--- src/rtl/pipe_stage_regs.sv ---
// ---------------------------------------------------------------------------
// pipe_stage_regs
//   Generic inter-stage pipeline register for the RV32I core. It moves a
//   payload and a control field between stages with a valid/ready handshake.
//   A two-entry arrangement (main + skid) lets in_ready come straight from a
//   flop while back-pressure never drops or duplicates an instruction.
//   A synchronous flush empties the stage and inserts a bubble. A saturating
//   counter records the cycles spent stalled by downstream.
//
// Ports
//   clk, rst_n     clock (rising edge), asynchronous active-low reset
//   in_valid       upstream presents an instruction
//   in_ready       stage can accept (registered, low only when skid is full)
//   in_data        upstream payload  [DATA_W]
//   in_ctrl        upstream control  [CTRL_W]
//   out_valid      stage holds a valid instruction
//   out_ready      downstream accepts
//   out_data       payload of head entry (holds last value while invalid)
//   out_ctrl       control of head entry, BUBBLE_CTRL while invalid
//   flush          discard held and incoming instructions this cycle
//   stall_clr      clear the stall counter
//   stall_cycles   saturating count of out_valid && !out_ready cycles
//   occupancy      number of held entries, 0..2
// ---------------------------------------------------------------------------
module pipe_stage_regs #(
    parameter int                DATA_W      = 96,
    parameter int                CTRL_W      = 13,
    parameter logic [CTRL_W-1:0] BUBBLE_CTRL = 13'h0001,
    parameter int                CNT_W       = 16
) (
    input  logic              clk,
    input  logic              rst_n,
    input  logic              in_valid,
    output logic              in_ready,
    input  logic [DATA_W-1:0] in_data,
    input  logic [CTRL_W-1:0] in_ctrl,
    output logic              out_valid,
    input  logic              out_ready,
    output logic [DATA_W-1:0] out_data,
    output logic [CTRL_W-1:0] out_ctrl,
    input  logic              flush,
    input  logic              stall_clr,
    output logic [CNT_W-1:0]  stall_cycles,
    output logic [1:0]        occupancy
);

    // Encoding doubles as the occupancy count.
    typedef enum logic [1:0] {
        EMPTY = 2'd0,
        ONE   = 2'd1,
        FULL  = 2'd2
    } state_t;

    state_t            state;
    logic [DATA_W-1:0] skid_data;
    logic [CTRL_W-1:0] skid_ctrl;
    logic              in_fire;
    logic              out_fire;

    assign in_fire   = in_valid && in_ready;
    assign out_fire  = out_valid && out_ready;
    assign occupancy = state;

    // Main entry drives the outputs directly; the skid entry only catches the
    // one extra instruction accepted while in_ready was still high when
    // downstream stalled.
    always_ff @(posedge clk or negedge rst_n) begin
        if (!rst_n) begin
            state     <= EMPTY;
            out_valid <= 1'b0;
            out_data  <= '0;
            out_ctrl  <= BUBBLE_CTRL;
            skid_data <= '0;
            skid_ctrl <= BUBBLE_CTRL;
            in_ready  <= 1'b1;
        end else if (flush) begin
            // Any in_fire this cycle is dropped; out_data keeps its value.
            state     <= EMPTY;
            out_valid <= 1'b0;
            out_ctrl  <= BUBBLE_CTRL;
            skid_data <= '0;
            skid_ctrl <= BUBBLE_CTRL;
            in_ready  <= 1'b1;
        end else begin
            case (state)
                EMPTY: begin
                    if (in_fire) begin
                        state     <= ONE;
                        out_valid <= 1'b1;
                        out_data  <= in_data;
                        out_ctrl  <= in_ctrl;
                    end
                end
                ONE: begin
                    if (in_fire && out_fire) begin
                        out_data <= in_data;
                        out_ctrl <= in_ctrl;
                    end else if (out_fire) begin
                        state     <= EMPTY;
                        out_valid <= 1'b0;
                        out_ctrl  <= BUBBLE_CTRL;
                    end else if (in_fire) begin
                        state     <= FULL;
                        skid_data <= in_data;
                        skid_ctrl <= in_ctrl;
                        in_ready  <= 1'b0;
                    end
                end
                FULL: begin
                    // in_ready is low here, so nothing can arrive.
                    if (out_fire) begin
                        state     <= ONE;
                        out_data  <= skid_data;
                        out_ctrl  <= skid_ctrl;
                        skid_data <= '0;
                        skid_ctrl <= BUBBLE_CTRL;
                        in_ready  <= 1'b1;
                    end
                end
                default: begin
                    state     <= EMPTY;
                    out_valid <= 1'b0;
                    out_ctrl  <= BUBBLE_CTRL;
                    in_ready  <= 1'b1;
                end
            endcase
        end
    end

    // Stall counter: clear wins over increment, saturates at all-ones,
    // unaffected by flush.
    always_ff @(posedge clk or negedge rst_n) begin
        if (!rst_n) begin
            stall_cycles <= '0;
        end else if (stall_clr) begin
            stall_cycles <= '0;
        end else if (out_valid && !out_ready && (stall_cycles != {CNT_W{1'b1}})) begin
            stall_cycles <= stall_cycles + CNT_W'(1);
        end
    end

endmodule

--- config.mk ---
export PLATFORM = sky130hd
export DESIGN_NAME = pipe_stage_regs
export DESIGN_NICKNAME = d
export VERILOG_FILES = /design/src/rtl/pipe_stage_regs.sv
export SDC_FILE = /design/constraint.sdc
export NUM_CORES = 1
export LEC_CHECK = 0
export ABC_AREA = 1
export ABC_CLOCK_PERIOD_IN_PS = 2400
export BUFFER_PORTS_ARGS = -buffer_cell sky130_fd_sc_hd__buf_2
export CAP_MARGIN = 40
export CORE_ASPECT_RATIO = 1.25
export CORE_MARGIN = 2
export CORE_UTILIZATION = 50
export DETAILED_ROUTE_END_ITERATION = 10
export PLACE_DENSITY = 0.74
export SYNTH_ARGS = -nofsm -noshare
export SYNTH_HDL_FRONTEND = slang
export SYNTH_SLANG_ARGS = --single-unit
--- constraint.sdc ---
create_clock -name clk -period 2.4 [get_ports clk]
set_input_delay 0.36 -clock clk [delete_from_list [all_inputs] [get_ports clk]]
set_output_delay 0.36 -clock clk [all_outputs]
set_load 0.02 [all_outputs]
==> flow_metrics.tcl <==
set metrics [dict create \
    slew_viol_final 0 \
    worst_pin_slew_ns 0.725 \
    clkPwrFrac 0.227 \
    place_inst 1933 \
    r2r-start "occupancy[1]$_DFFE_PN0P_" \
    synthToLayoutAreaGrowth_pct 20.3 \
    cp-startpoint "occupancy[1]$_DFFE_PN0P_" \
    synth_area_leaders "dfrtp_1 (52%), nand2_1 (23%), nand3_1 (9.0%)" \
    seqPwrFrac 0.373 \
    synthDistinctLibCells 29 \
    wl_met2_um 14600 \
    switching_share 0.421 \
    worstSetupPathType "flop to flop" \
    critPathMaxStageDelay_ns 0.52 \
    utilization 0.612 \
    hold_class "input pin to flop" \
    die_h_um 172 \
    clk_pin_slew_worst_paths_ns 0.06 \
    routedWlPerCell_um 15.0 \
    fill_cells 2037 \
    power.density_mw_per_mm2 1350 \
    p_leak_uw 0.00737 \
    final_common_cell "nand2_1" \
    final_nets 1794 \
    ys_ff_latch 238 \
    required_ns 2.83 \
    internal-power_uw 10700 \
    finalInstanceArea_mm2 0.0136 \
    clkSinkCount 238 \
    drtIter0Drc 681 \
    place_area_mm2 0.0127 \
    syn-cell-area_mm2 0.0113 \
    yosysTopAreaCell "dfrtp_1" \
    cp.arrival_ns 2.60 \
    hpwl_um 18700 \
    synth_top_flop_cell "dfrtp_1" \
    postSynthNetCount 1603 \
    gp_congestion 0.869 \
    pwr-share-comb 0.400 \
    setup_ws_ns 0.234 \
    async_flop_share 1.00 \
    die_w_um 139 \
    rsz0062_at_grt "false" \
    synthCells 1487 \
    topRoutingLayerUsed "met4" \
    end_kind "flop" \
    status "finished, final reports clean" \
    rows 61 \
    switchingPower_uw 7760 \
    slew-limit-headroom 0.516 \
    vias 10344 \
    yosysSeqAreaShare 0.525 \
    final.setup.tns_ns 0 \
    grt_pass1_wl_um 48500 \
    drt_wl_total_um 29700 \
    drc 0 \
    drtAntennaViolNets 0 \
    path_delay_family "simple AND/OR/NAND/NOR gates" \
    port_buffers 243 \
    grt_overflow 0 \
    clk_latency_ns 0.52 \
    worstPathCellList "nand2_8 -> nor2_4 -> nand2_1 -> o21a_1 -> nand2_4 -> buf_12 -> nand2_1 -> o21ai_0" \
    core_area_mm2 0.0223 \
    numCtsBuffers 25 \
    grt_pass1_vias 9835 \
    cts_max_path_buffers 3 \
    final_cell_mix "nand2_1 (704), buf_2 (242), dfrtp_1 (235)" \
    drt_pass1_iterations 8 \
    vdd.ir_drop.worst_mv 0.901 \
    num_io_pins 244 \
    layout-drive-gt1-share 0.191 \
    post-route-period-util 0.903 \
    setup_viol 0 \
    cp_common_cell "nand2_1" \
    start_kind "flop" \
    maxCapViolCount 0 \
    dieArea_mm2 0.0239 \
    path_buf_inv 1 \
    fmax_mhz 462 \
    initial_utilization 0.509 \
    route.met3.wl_um 1890 \
    hold_viol_final 0 \
    cts_tree "yes" \
    fin_cells 1983 \
    hold_start "in_data[86]" \
    period_minus_slack_ns 2.17 \
    worst_path_max_delay_cell "dfrtp_1" \
    antenna_found_initial 3 \
    syn_area_per_cell_um2 7.63 \
    finClkSkew_ns 0.0136 \
    wl_met1_um 12600 \
    synth_top_area_frac 0.518 \
    via_per_inst 5.22 \
    htree_num_levels 1 \
    track_usage 0.244 \
    synth_edf_count 0 \
    cts-root-buf "clkbuf_16" \
    grt_max_degree 110 \
    synth_warnings 0 \
    dp_slack_ns 0.242 \
    cp_max_fo 82 \
    ctsResizeCount 0 \
]
==> cells by family after synthesis <==
family,synth area share
buf+inv,0.0541
xor+xnor,0.00232
simple gates,0.349
compound gates,0.0678
fa+ha+maj,0.00110
flops,0.525
==> repair_timing <==
item / 4_1_cts / 5_1_grt
hold buffers: 1 / 0
buffers inserted: 0 / 0
hold endpoints to repair: 64 / 0
==> layer usage <==
metal | global-route usage | vias to the layer above
met4 | 0.0747 | 0
met2 | 0.412 | 356
li1 | - | 5155
met1 | 0.328 | 4796
met3 | 0.0377 | 37
met5 | 0 | -
==> final timing paths <==
| path | endpoint | slack [ns] | depth (start not counted) |
|---|---|---|---|
| max | skid_data[51]$_DFFE_PN0P_ | 0.23 | 8 |
| min reg2reg | out_data[63]$_DFFE_PN0P_ | 0.46 | 2 |
| max in group asynchronous | out_data[19]$_DFFE_PN0P_ | 1.24 | 3 |
| max reg2reg | skid_data[51]$_DFFE_PN0P_ | 0.23 | 8 |
| min | skid_data[86]$_DFFE_PN0P_ | 0.13 | 3 |
| min in group asynchronous | out_data[13]$_DFFE_PN0P_ | 0.41 | 2 |
==> through the flow <==
step,hold slack [ns],total power (uW)
floorplan,0.0644,12000
global placement,0.374,14100
detailed placement,0.379,14300
CTS,0.106,18600
global route,0.110,19800
finish,0.129,18400
==> area by class of cell <==
| class | instances | area, um2 | share of cell area |
|---|---|---|---|
| repair buffers | 269 | 1520 | 0.112 |
| well taps | 283 | 354 | 0.0259 |
| clock inverters | 10 | 179 | 0.0131 |
| clock buffers | 36 | 717 | 0.0525 |
| diodes | 3 | 7.51 | 0.000550 |
| inverters | 26 | 100 | 0.00733 |
| multi-input cells | 1118 | 4810 | 0.352 |
| flip-flops and latches | 238 | 5960 | 0.437 |
==> Yosys cell counts, drive strengths merged (2+ instances only) <==
| library cell | number |
|---|---|
| a21boi | 12 |
| buf | 36 |
| clkbuf | 69 |
| dfrtp | 235 |
| dfstp | 3 |
| inv | 26 |
| nand2 | 708 |
| nand3 | 204 |
| nand4 | 15 |
| nor2 | 34 |
| nor3 | 2 |
| o21ai | 129 |
| o21bai | 2 |
| or2 | 3 |
| xor2 | 3 |
==> worst reg2reg max path, cell delays in order (launching register included) <==
cell and delay (ns):
dfrtp_1 0.52, nand2_8 0.25, nor2_4 0.21, nand2_1 0.11
o21a_1 0.16, nand2_4 0.29, buf_12 0.34, nand2_1 0.13
o21ai_0 0.09
==> power by group through the flow <==
stage	clock, uW	sequential, uW	combinational [uW]
final	4190	6860	7370
after global routing	4430	7080	8300
after CTS	4280	6860	7430
after detailed placement	0	6880	7420
after global placement	0	6850	7230
after floorplan	0	7810	4180
==> state kept, by name, summed over array words and instances, names as in the netlist <==
register      flops
in_ready          1
occupancy         2
out_ctrl         13
out_data         96
out_valid         1
skid_ctrl        13
skid_data        96
stall_cycles     16
No activity file was read; power rests on OpenSTA's default activity.
